File: src/rtl/display_mux_controller_pkg.sv
// Shared types and helpers for the multiplexed seven-segment display controller.
package display_pkg;

  localparam int SEG_BLANK_NIBBLE_W = 4;

  typedef enum logic {BLANK = 1'b0, DRIVE = 1'b1} slot_state_e;

  // Value an anode pin takes when its digit is lit.
  function automatic logic anode_on(input logic active_low);
    return active_low ? 1'b0 : 1'b1;
  endfunction

endpackage

File: src/rtl/display_mux_controller_seven_segment.sv
// Hex nibble to seven-segment decoder, segments {g,f,e,d,c,b,a}, active-low
// (0 = segment lit) for common-anode digits.
module seven_segment
  import display_pkg::*;
(
  input  logic [SEG_BLANK_NIBBLE_W-1:0] nibble,
  output logic [6:0]                    seg
);

  always_comb begin
    case (nibble)
      4'h0:    seg = 7'h40;
      4'h1:    seg = 7'h79;
      4'h2:    seg = 7'h24;
      4'h3:    seg = 7'h30;
      4'h4:    seg = 7'h19;
      4'h5:    seg = 7'h12;
      4'h6:    seg = 7'h02;
      4'h7:    seg = 7'h78;
      4'h8:    seg = 7'h00;
      4'h9:    seg = 7'h10;
      4'hA:    seg = 7'h08;
      4'hB:    seg = 7'h03;
      4'hC:    seg = 7'h46;
      4'hD:    seg = 7'h21;
      4'hE:    seg = 7'h06;
      4'hF:    seg = 7'h0E;
      default: seg = 7'h7F;
    endcase
  end

endmodule

File: src/rtl/display_mux_controller.sv
// Time-multiplexed refresh controller: one shared decoder, per-digit slots with a
// leading blank interval, and digit values double-buffered to frame boundaries.
module display_mux_controller
  import display_pkg::*;
#(
  parameter int NUM_DIGITS       = 2,
  parameter int REFRESH_CYCLES   = 24000,
  parameter int BLANK_CYCLES     = 100,
  parameter int ANODE_ACTIVE_LOW = 1
) (
  input  logic                          clk,
  input  logic                          reset,
  input  logic                          load,
  input  logic [4*NUM_DIGITS-1:0]       digits_in,
  input  logic [NUM_DIGITS-1:0]         mask_in,
  output logic                          load_ack,
  output logic [$clog2(NUM_DIGITS)-1:0] digit_sel,
  output logic [NUM_DIGITS-1:0]         anode,
  output logic [6:0]                    seg
);

  localparam int CNT_W = $clog2(REFRESH_CYCLES);
  localparam int SEL_W = $clog2(NUM_DIGITS);
  localparam logic [CNT_W-1:0] LAST_CNT  = CNT_W'(REFRESH_CYCLES - 1);
  localparam logic [CNT_W-1:0] BLANK_END = CNT_W'(BLANK_CYCLES);
  localparam logic [SEL_W-1:0] LAST_SEL  = SEL_W'(NUM_DIGITS - 1);
  localparam logic AN_ON  = anode_on(ANODE_ACTIVE_LOW != 0);
  localparam logic AN_OFF = ~AN_ON;

  if (NUM_DIGITS < 2 || REFRESH_CYCLES < 2 || BLANK_CYCLES < 1 ||
      BLANK_CYCLES >= REFRESH_CYCLES || ANODE_ACTIVE_LOW < 0 || ANODE_ACTIVE_LOW > 1)
  begin : g_bad_params
    $error("display_mux_controller: invalid parameter combination");
  end

  logic [CNT_W-1:0]              slot_cnt, slot_cnt_next;
  logic [SEL_W-1:0]              sel_next;
  logic [4*NUM_DIGITS-1:0]       active_digits, active_digits_next, pending_digits;
  logic [NUM_DIGITS-1:0]         active_mask, active_mask_next, pending_mask, anode_next;
  logic                          pending_valid, slot_end, boundary, commit;
  logic [SEG_BLANK_NIBBLE_W-1:0] nibble;
  slot_state_e                   state_next;

  // Next counter/selection/active values; anode is precomputed from them so the
  // registered anode lines up with the slot_cnt of the same cycle.
  always_comb begin
    slot_end           = (slot_cnt == LAST_CNT);
    boundary           = slot_end && (digit_sel == LAST_SEL);
    commit             = boundary && (load || pending_valid);
    slot_cnt_next      = slot_end ? '0 : slot_cnt + 1'b1;
    sel_next           = digit_sel;
    active_digits_next = active_digits;
    active_mask_next   = active_mask;
    if (slot_end) begin
      sel_next = (digit_sel == LAST_SEL) ? '0 : digit_sel + 1'b1;
    end else begin
      sel_next = digit_sel;
    end
    if (boundary && load) begin
      active_digits_next = digits_in;
      active_mask_next   = mask_in;
    end else if (boundary && pending_valid) begin
      active_digits_next = pending_digits;
      active_mask_next   = pending_mask;
    end else begin
      active_digits_next = active_digits;
      active_mask_next   = active_mask;
    end
    state_next = (slot_cnt_next < BLANK_END) ? BLANK : DRIVE;
    anode_next = {NUM_DIGITS{AN_OFF}};
    for (int i = 0; i < NUM_DIGITS; i++) begin
      anode_next[i] = (state_next == DRIVE && sel_next == SEL_W'(i) && !active_mask_next[i])
                      ? AN_ON : AN_OFF;
    end
  end

  // Slot timing, double buffer and registered outputs.
  always_ff @(posedge clk) begin
    if (reset) begin
      slot_cnt       <= '0;
      digit_sel      <= '0;
      active_digits  <= '0;
      active_mask    <= '0;
      pending_digits <= '0;
      pending_mask   <= '0;
      pending_valid  <= 1'b0;
      load_ack       <= 1'b0;
      anode          <= {NUM_DIGITS{AN_OFF}};
    end else begin
      slot_cnt      <= slot_cnt_next;
      digit_sel     <= sel_next;
      active_digits <= active_digits_next;
      active_mask   <= active_mask_next;
      load_ack      <= commit;
      anode         <= anode_next;
      if (boundary) begin
        pending_valid <= 1'b0;
      end else if (load) begin
        pending_digits <= digits_in;
        pending_mask   <= mask_in;
        pending_valid  <= 1'b1;
      end else begin
        pending_valid <= pending_valid;
      end
    end
  end

  // Nibble of the digit currently being scanned.
  always_comb begin
    nibble = '0;
    for (int i = 0; i < NUM_DIGITS; i++) begin
      nibble = (digit_sel == SEL_W'(i)) ? active_digits[4*i +: 4] : nibble;
    end
  end

  seven_segment u_dec (
    .nibble (nibble),
    .seg    (seg)
  );

endmodule

File: config.mk
export PLATFORM = sky130hd
export DESIGN_NAME = display_mux_controller
export DESIGN_NICKNAME = d
export VERILOG_FILES = /design/src/rtl/display_mux_controller_pkg.sv /design/src/rtl/display_mux_controller_seven_segment.sv /design/src/rtl/display_mux_controller.sv
export SDC_FILE = /design/constraint.sdc
export NUM_CORES = 1
export LEC_CHECK = 0
export CELL_PAD_IN_SITES_DETAIL_PLACEMENT = 0
export CELL_PAD_IN_SITES_GLOBAL_PLACEMENT = 2
export CORE_MARGIN = 2
export CORE_UTILIZATION = 30
export CTS_CLUSTER_SIZE = 40
export DETAILED_ROUTE_END_ITERATION = 6
export DONT_BUFFER_PORTS = 1
export PLACE_DENSITY = 0.68
export SLEW_MARGIN = 15
export SYNTH_ARGS = -nofsm -noshare
export SYNTH_HDL_FRONTEND = slang
export SYNTH_SLANG_ARGS = --single-unit
File: constraint.sdc
create_clock -name clk -period 2.55 [get_ports clk]
set_input_delay 0.255 -clock clk [delete_from_list [all_inputs] [get_ports clk]]
set_output_delay 0.255 -clock clk [all_outputs]
set_load 0.02 [all_outputs]
==> impl_metrics.tcl, run 1 <==
set metrics [dict create \
    synth_edf_count 0 \
    nNetsFinal 292 \
    crit_fanout 5 \
    drc 0 \
    ys_types 46 \
    area_growth_pct 13.7 \
    register_area_um2 801 \
    syn_area_per_cell_um2 8.20 \
    track_usage 0.131 \
    hold_violations 0 \
    die_h_um 88.8 \
    synth_top_area_share 0.371 \
    holdCritPathClass "in2reg" \
    fin_crit_ns 2.28 \
    cap_viol_max_count 0 \
    htree_levels 2 \
    worstPathArrival_ns 2.03 \
    dr_wl_met3_um 212 \
    yosysSeqAreaShare 0.371 \
    dp_hpwl_um 3580 \
    rows 30 \
    finClkSkew_ns 0.00884 \
    cts_buffers 5 \
    min_period_over_period 0.896 \
    dp_slack_ns 0.311 \
    synth_area_leaders "dfxtp_1, nor2_1, nand2_1, ha_1, a21oi_1" \
    cts_tree "built" \
    path_class "reg2out" \
    dr_wl_met2_um 2000 \
    grt_max_degree 31 \
    n_fill_cell 729 \
    synth_area_um2 2160 \
    design.core.area_um2 6870 \
    start_util 0.314 \
    outcome "complete, no violations" \
    maxSlewViolCount 0 \
    m1WireLength_um 2710 \
    grt_pass1_vias 1603 \
    synth.most_common_cell "dfxtp_1" \
    ctsLongestPathBuffers 2 \
    diodes 0 \
    syn_nets 284 \
    worst_slew_pin_slew_ns 0.436 \
    drt_iter0_markers 81 \
    insertion_delay_ns 0.29 \
    clock-sinks 40 \
    synth_cells 263 \
    drtPass1Iterations 4 \
    wl_per_cell_um 13.5 \
    die_w_um 88.8 \
    ys_seq_elements 40 \
    vias 1757 \
    top_layer_used "met4" \
    endpoint_kind "output port" \
    die_area_um2 7880 \
    power.leakage_nw 0.923 \
    clockRootBuffer "clkbuf_8" \
    grt_pass1_wl_um 8000 \
    antenna_found_initial 0 \
    gp_congestion 0.737 \
    wirelength_um 4980 \
    synthTopCellsByCount "dfxtp_1, nor2_1, nand2_1" \
    drive_gt1_frac 0.140 \
    viasPerCell 4.77 \
    synth_top_cell_by_area "dfxtp_1" \
    final_antenna_net_count 0 \
    cp-start-kind "flop" \
    port_buffers 0 \
    required_ns 2.30 \
    setup_violations 0 \
    hold_ws_ns 0.0247 \
    path_clk_slew_ns 0.08 \
    fmax_mhz 438 \
    ys_async_sr_fraction 0 \
    power_density_nw_per_um2 503 \
    multi_input_area_um2 1230 \
    setup_slack_ns 0.266 \
    num_io_pins 24 \
    ir_drop_v 0.000197 \
    grt_overflow_total 0 \
    relSlewSlack 0.708 \
    fin_setup_tns_ns 0 \
    rsz0062_at_grt "false" \
    synth_flop_cell "dfxtp_1" \
    ys_warn_count 0 \
]
[final timing paths]
path,end,slack [ns],cells after the start,start
worst max-delay path,seg[3],0.27,4,digit_sel
worst min-delay path,slot_cnt[13],0.02,1,reset
worst max register to register,anode[0],0.29,8,slot_cnt[8]
worst min register to register,pending_digits[2],0.45,2,pending_digits[2]
[flip-flops by register name, indices dropped and copies added, names as in the netlist]
register	count
slot_cnt	15
active_digits	8
pending_digits	8
active_mask	2
anode	2
pending_mask	2
digit_sel	1
load_ack	1
pending_valid	1
[kinds of logic after synthesis]
logic type      after synthesis  share of synthesized area
compound gates               53                      0.161
buf+inv                      27                     0.0580
simple gates                112                      0.258
xor+xnor                     14                     0.0569
flops                        40                      0.371
mux                           9                     0.0476
fa+ha+maj                     8                     0.0464
[layout make-up]
type | instances | area share
clock buffers | 5 | 0.0281
clock inverters | 3 | 0.0189
repair buffers | 19 | 0.0602
multi-input cells | 196 | 0.503
inverters | 9 | 0.0138
flip-flops and latches | 40 | 0.327
well taps | 96 | 0.0490
[worst max-delay path, cell delays in order (launching register included)]
cell and delay, ns:
dfxtp_1 0.40, mux2i_2 0.36, inv_1 0.16, ha_1 0.27, mux4_2 0.55
[layer usage]
metal | GRT usage | vias to the layer above
met1 | 0.193 | 794
met4 | 0.0455 | 0
met5 | 0 | -
met3 | 0.0382 | 5
li1 | - | 932
met2 | 0.181 | 26
[what timing repair did]
action,CTS,global route
endpoints found under the hold margin,0,3
resized for setup,0,1
hold buffers,0,2
setup buffers,0,0
endpoints found under the setup margin,0,1
[power by group]
part	leakage, nW	switching, mW	total (mW)	internal [mW]
Sequential	0.325	0.0109	0.649	0.638
Clock	0.0548	0.233	0.528	0.295
Combinational	0.543	0.0333	0.0564	0.0231
[cells in the final DEF, fill, tap and decap left out, types with 3 or more instances in the layout]
cell / Yosys / layout
o22ai_1: 8 / 8
nor4_1: 3 / 3
dfxtp_1: 40 / 40
nor2_1: 34 / 34
o21ai_0: 5 / 5
nor3b_1: 3 / 3
buf_4: 1 / 17
nand4_1: 4 / 4
inv_1: 9 / 9
clkbuf_8: 0 / 5
and4_1: 3 / 3
xor2_1: 7 / 7
nand2b_1: 3 / 3
or2_2: 4 / 4
ha_1: 8 / 8
nand3_1: 11 / 11
mux2i_1: 8 / 7
a21oi_1: 18 / 18
xnor2_1: 7 / 7
nor2b_1: 3 / 3
nor3_1: 3 / 3
nand2_1: 31 / 31
a211oi_1: 9 / 9
[through the flow]
stage / power [mW] / cell area [µm²] / instances / utilization
CTS: 1.25 / 2430 / 366 / 0.353
global route: 1.29 / 2450 / 368 / 0.357
finish: 1.23 / 2450 / 368 / 0.357
floorplan: 0.709 / 2160 / 263 / -
global placement: 0.716 / 2310 / 358 / 0.337
detailed placement: 0.716 / 2310 / 358 / 0.337
Power figures use the tool's default switching activity.
==> inputs of run 2 (changes only) <==
--- a/config.mk
+++ b/config.mk
@@ -9,6 +9,7 @@
 export CELL_PAD_IN_SITES_GLOBAL_PLACEMENT = 2
 export CORE_MARGIN = 2
 export CORE_UTILIZATION = 30
+export CTS_BUF_LIST = sky130_fd_sc_hd__clkbuf_2 sky130_fd_sc_hd__clkbuf_4 sky130_fd_sc_hd__clkbuf_8
 export CTS_CLUSTER_SIZE = 40
 export DETAILED_ROUTE_END_ITERATION = 6
 export DONT_BUFFER_PORTS = 1
==> results of run 2 <==
The final DEF is identical to that of run 1; final timing and power are the same.
==> inputs of run 3 (changes only) <==
--- a/config.mk
+++ b/config.mk
@@ -8,12 +8,12 @@
 export CELL_PAD_IN_SITES_DETAIL_PLACEMENT = 0
 export CELL_PAD_IN_SITES_GLOBAL_PLACEMENT = 2
 export CORE_MARGIN = 2
-export CORE_UTILIZATION = 30
+export CORE_UTILIZATION = 39
 export CTS_BUF_LIST = sky130_fd_sc_hd__clkbuf_2 sky130_fd_sc_hd__clkbuf_4 sky130_fd_sc_hd__clkbuf_8
 export CTS_CLUSTER_SIZE = 40
 export DETAILED_ROUTE_END_ITERATION = 6
 export DONT_BUFFER_PORTS = 1
-export PLACE_DENSITY = 0.68
+export PLACE_DENSITY = 0.84
 export SLEW_MARGIN = 15
 export SYNTH_ARGS = -nofsm -noshare
 export SYNTH_HDL_FRONTEND = slang
==> impl_metrics.tcl, run 3 (same netlist as run 1, synthesis figures left out) <==
set metrics [dict create \
    viasPerCell 5.11 \
    fin_area_um2 2420 \
    vias 1758 \
    num_io_pins 24 \
    outcome "complete, no violations" \
    grt_overflow_total 0 \
    drt_iter0_markers 87 \
    crit_fanout 9 \
    relSlewSlack 0.694 \
    worstPathArrival_ns 2.39 \
    setup_slack_ns 0.329 \
    endpoint_kind "flop" \
    setup_violations 0 \
    drive_gt1_frac 0.147 \
    cts_buffers 5 \
    fin_crit_ns 2.22 \
    area_growth_pct 12.2 \
    ir_drop_v 0.000336 \
    die_h_um 78.4 \
    min_period_over_period 0.871 \
    rsz0062_at_grt "false" \
    htree_levels 2 \
    cp-start-kind "flop" \
    track_usage 0.169 \
    start_util 0.399 \
    worst_slew_pin_slew_ns 0.457 \
    regMostFlops "slot_cnt" \
    gp_congestion 0.867 \
    drc 0 \
    path_clk_slew_ns 0.08 \
    largest_reg_flops 15 \
    cap_viol_max_count 0 \
    grt_pass1_wl_um 8250 \
    n_fill_cell 556 \
    rows 27 \
    postPlaceCellArea_um2 2300 \
    ctsLongestPathBuffers 2 \
    clock-sinks 40 \
    finClkSkew_ns 0.00614 \
    clockRootBuffer "clkbuf_8" \
    final_cell_mix "dfxtp_1, nor2_1, nand2_1, buf_4, a21oi_1" \
    dp_hpwl_um 3400 \
    cts_tree "built" \
    fmax_mhz 450 \
    grt_pass1_vias 1712 \
    holdCritPathClass "in2reg" \
    antenna_found_initial 0 \
    power_mw 1.25 \
    insertion_delay_ns 0.29 \
    wl_per_cell_um 13.6 \
    die_w_um 78.4 \
    final_common_cell "dfxtp_1" \
    hold_violations 0 \
    design.core.area_um2 5410 \
    fin_setup_tns_ns 0 \
    drtPass1Iterations 6 \
    nNetsFinal 292 \
    grt_max_degree 31 \
    maxSlewViolCount 0 \
    wirelength_um 4670 \
    final_antenna_net_count 0 \
    power.leakage_nw 0.929 \
    die_area_um2 6140 \
    final_util 0.448 \
    required_ns 2.72 \
    diodes 0 \
    path_class "reg2reg" \
    power_density_nw_per_um2 516 \
    port_buffers 0 \
    largest_registers "slot_cnt x15, active_digits x8, pending_digits x8" \
    dp_slack_ns 0.356 \
]
## run 3: changes by cell type in the layout (fill, tap and decap cells not counted), sizes merged
cell         change
buf              +2
clkinvlp         -1
dlygate4sd3      -2
clkinv           +1
inv              -1
clkbuf           +1
## run 3: path summary, 6_finish.rpt
check                                  startpoint                 to  slack (ns)  cells after the start
worst max-delay path                  slot_cnt[7]           anode[0]        0.33                      8
worst min-delay path                        reset     active_mask[0]        0.03                      1
worst max register to register        slot_cnt[7]           anode[0]        0.33                      8
worst min register to register  pending_digits[6]  pending_digits[6]        0.45                      2
## run 3: routing by layer
metal  vias to the layer above  GRT usage  part of all wire
met2                        34      0.226              0.40
met3                         5     0.0506             0.059
met4                         0     0.0544            0.0098
met5                         -          0                 0
met1                       789      0.255              0.53
li1                        930          -                 -
## run 3: cell type report
class / instances / area (µm²) / area share
Clock buffer: 6 / 82.6 / 0.0341
Clock inverter: 2 / 38.8 / 0.0160
Inverter: 9 / 33.8 / 0.0140
Multi-Input combinational cell: 196 / 1230 / 0.508
Sequential cell: 40 / 802 / 0.331
Tap cell: 72 / 90.1 / 0.0372
Timing Repair Buffer: 19 / 143 / 0.0589
## run 3: timing repair
action / in CTS / in global routing
setup buffers: 0 / 0
hold buffers: 0 / 0
gates resized for setup: 0 / 1
setup endpoints to repair: 0 / 2
## run 3: power by group
| group | internal [mW] | leakage, nW | switching [mW] |
|---|---|---|---|
| clock | 0.320 | 0.0614 | 0.226 |
| sequential | 0.638 | 0.326 | 0.00897 |
| combinational | 0.0225 | 0.542 | 0.0331 |
| total | 0.980 | 0.929 | 0.268 |
## run 3: critical path: stages (launching register included)
cell and delay [ns]:
dfxtp_1 0.54, nor2b_1 0.23, nand2_1 0.09, nor3_1 0.21, ha_1 0.21, inv_1 0.10, a221oi_1 0.36, nor3b_1 0.26
o31ai_1 0.11
## run 3: per-stage QoR
stage | instances | hold slack, ns
after floorplan | 263 | 0.334
after global placement | 336 | 0.332
after detailed placement | 336 | 0.335
after CTS | 344 | 0.0161
after global routing | 344 | 0.0110
final | 344 | 0.0267
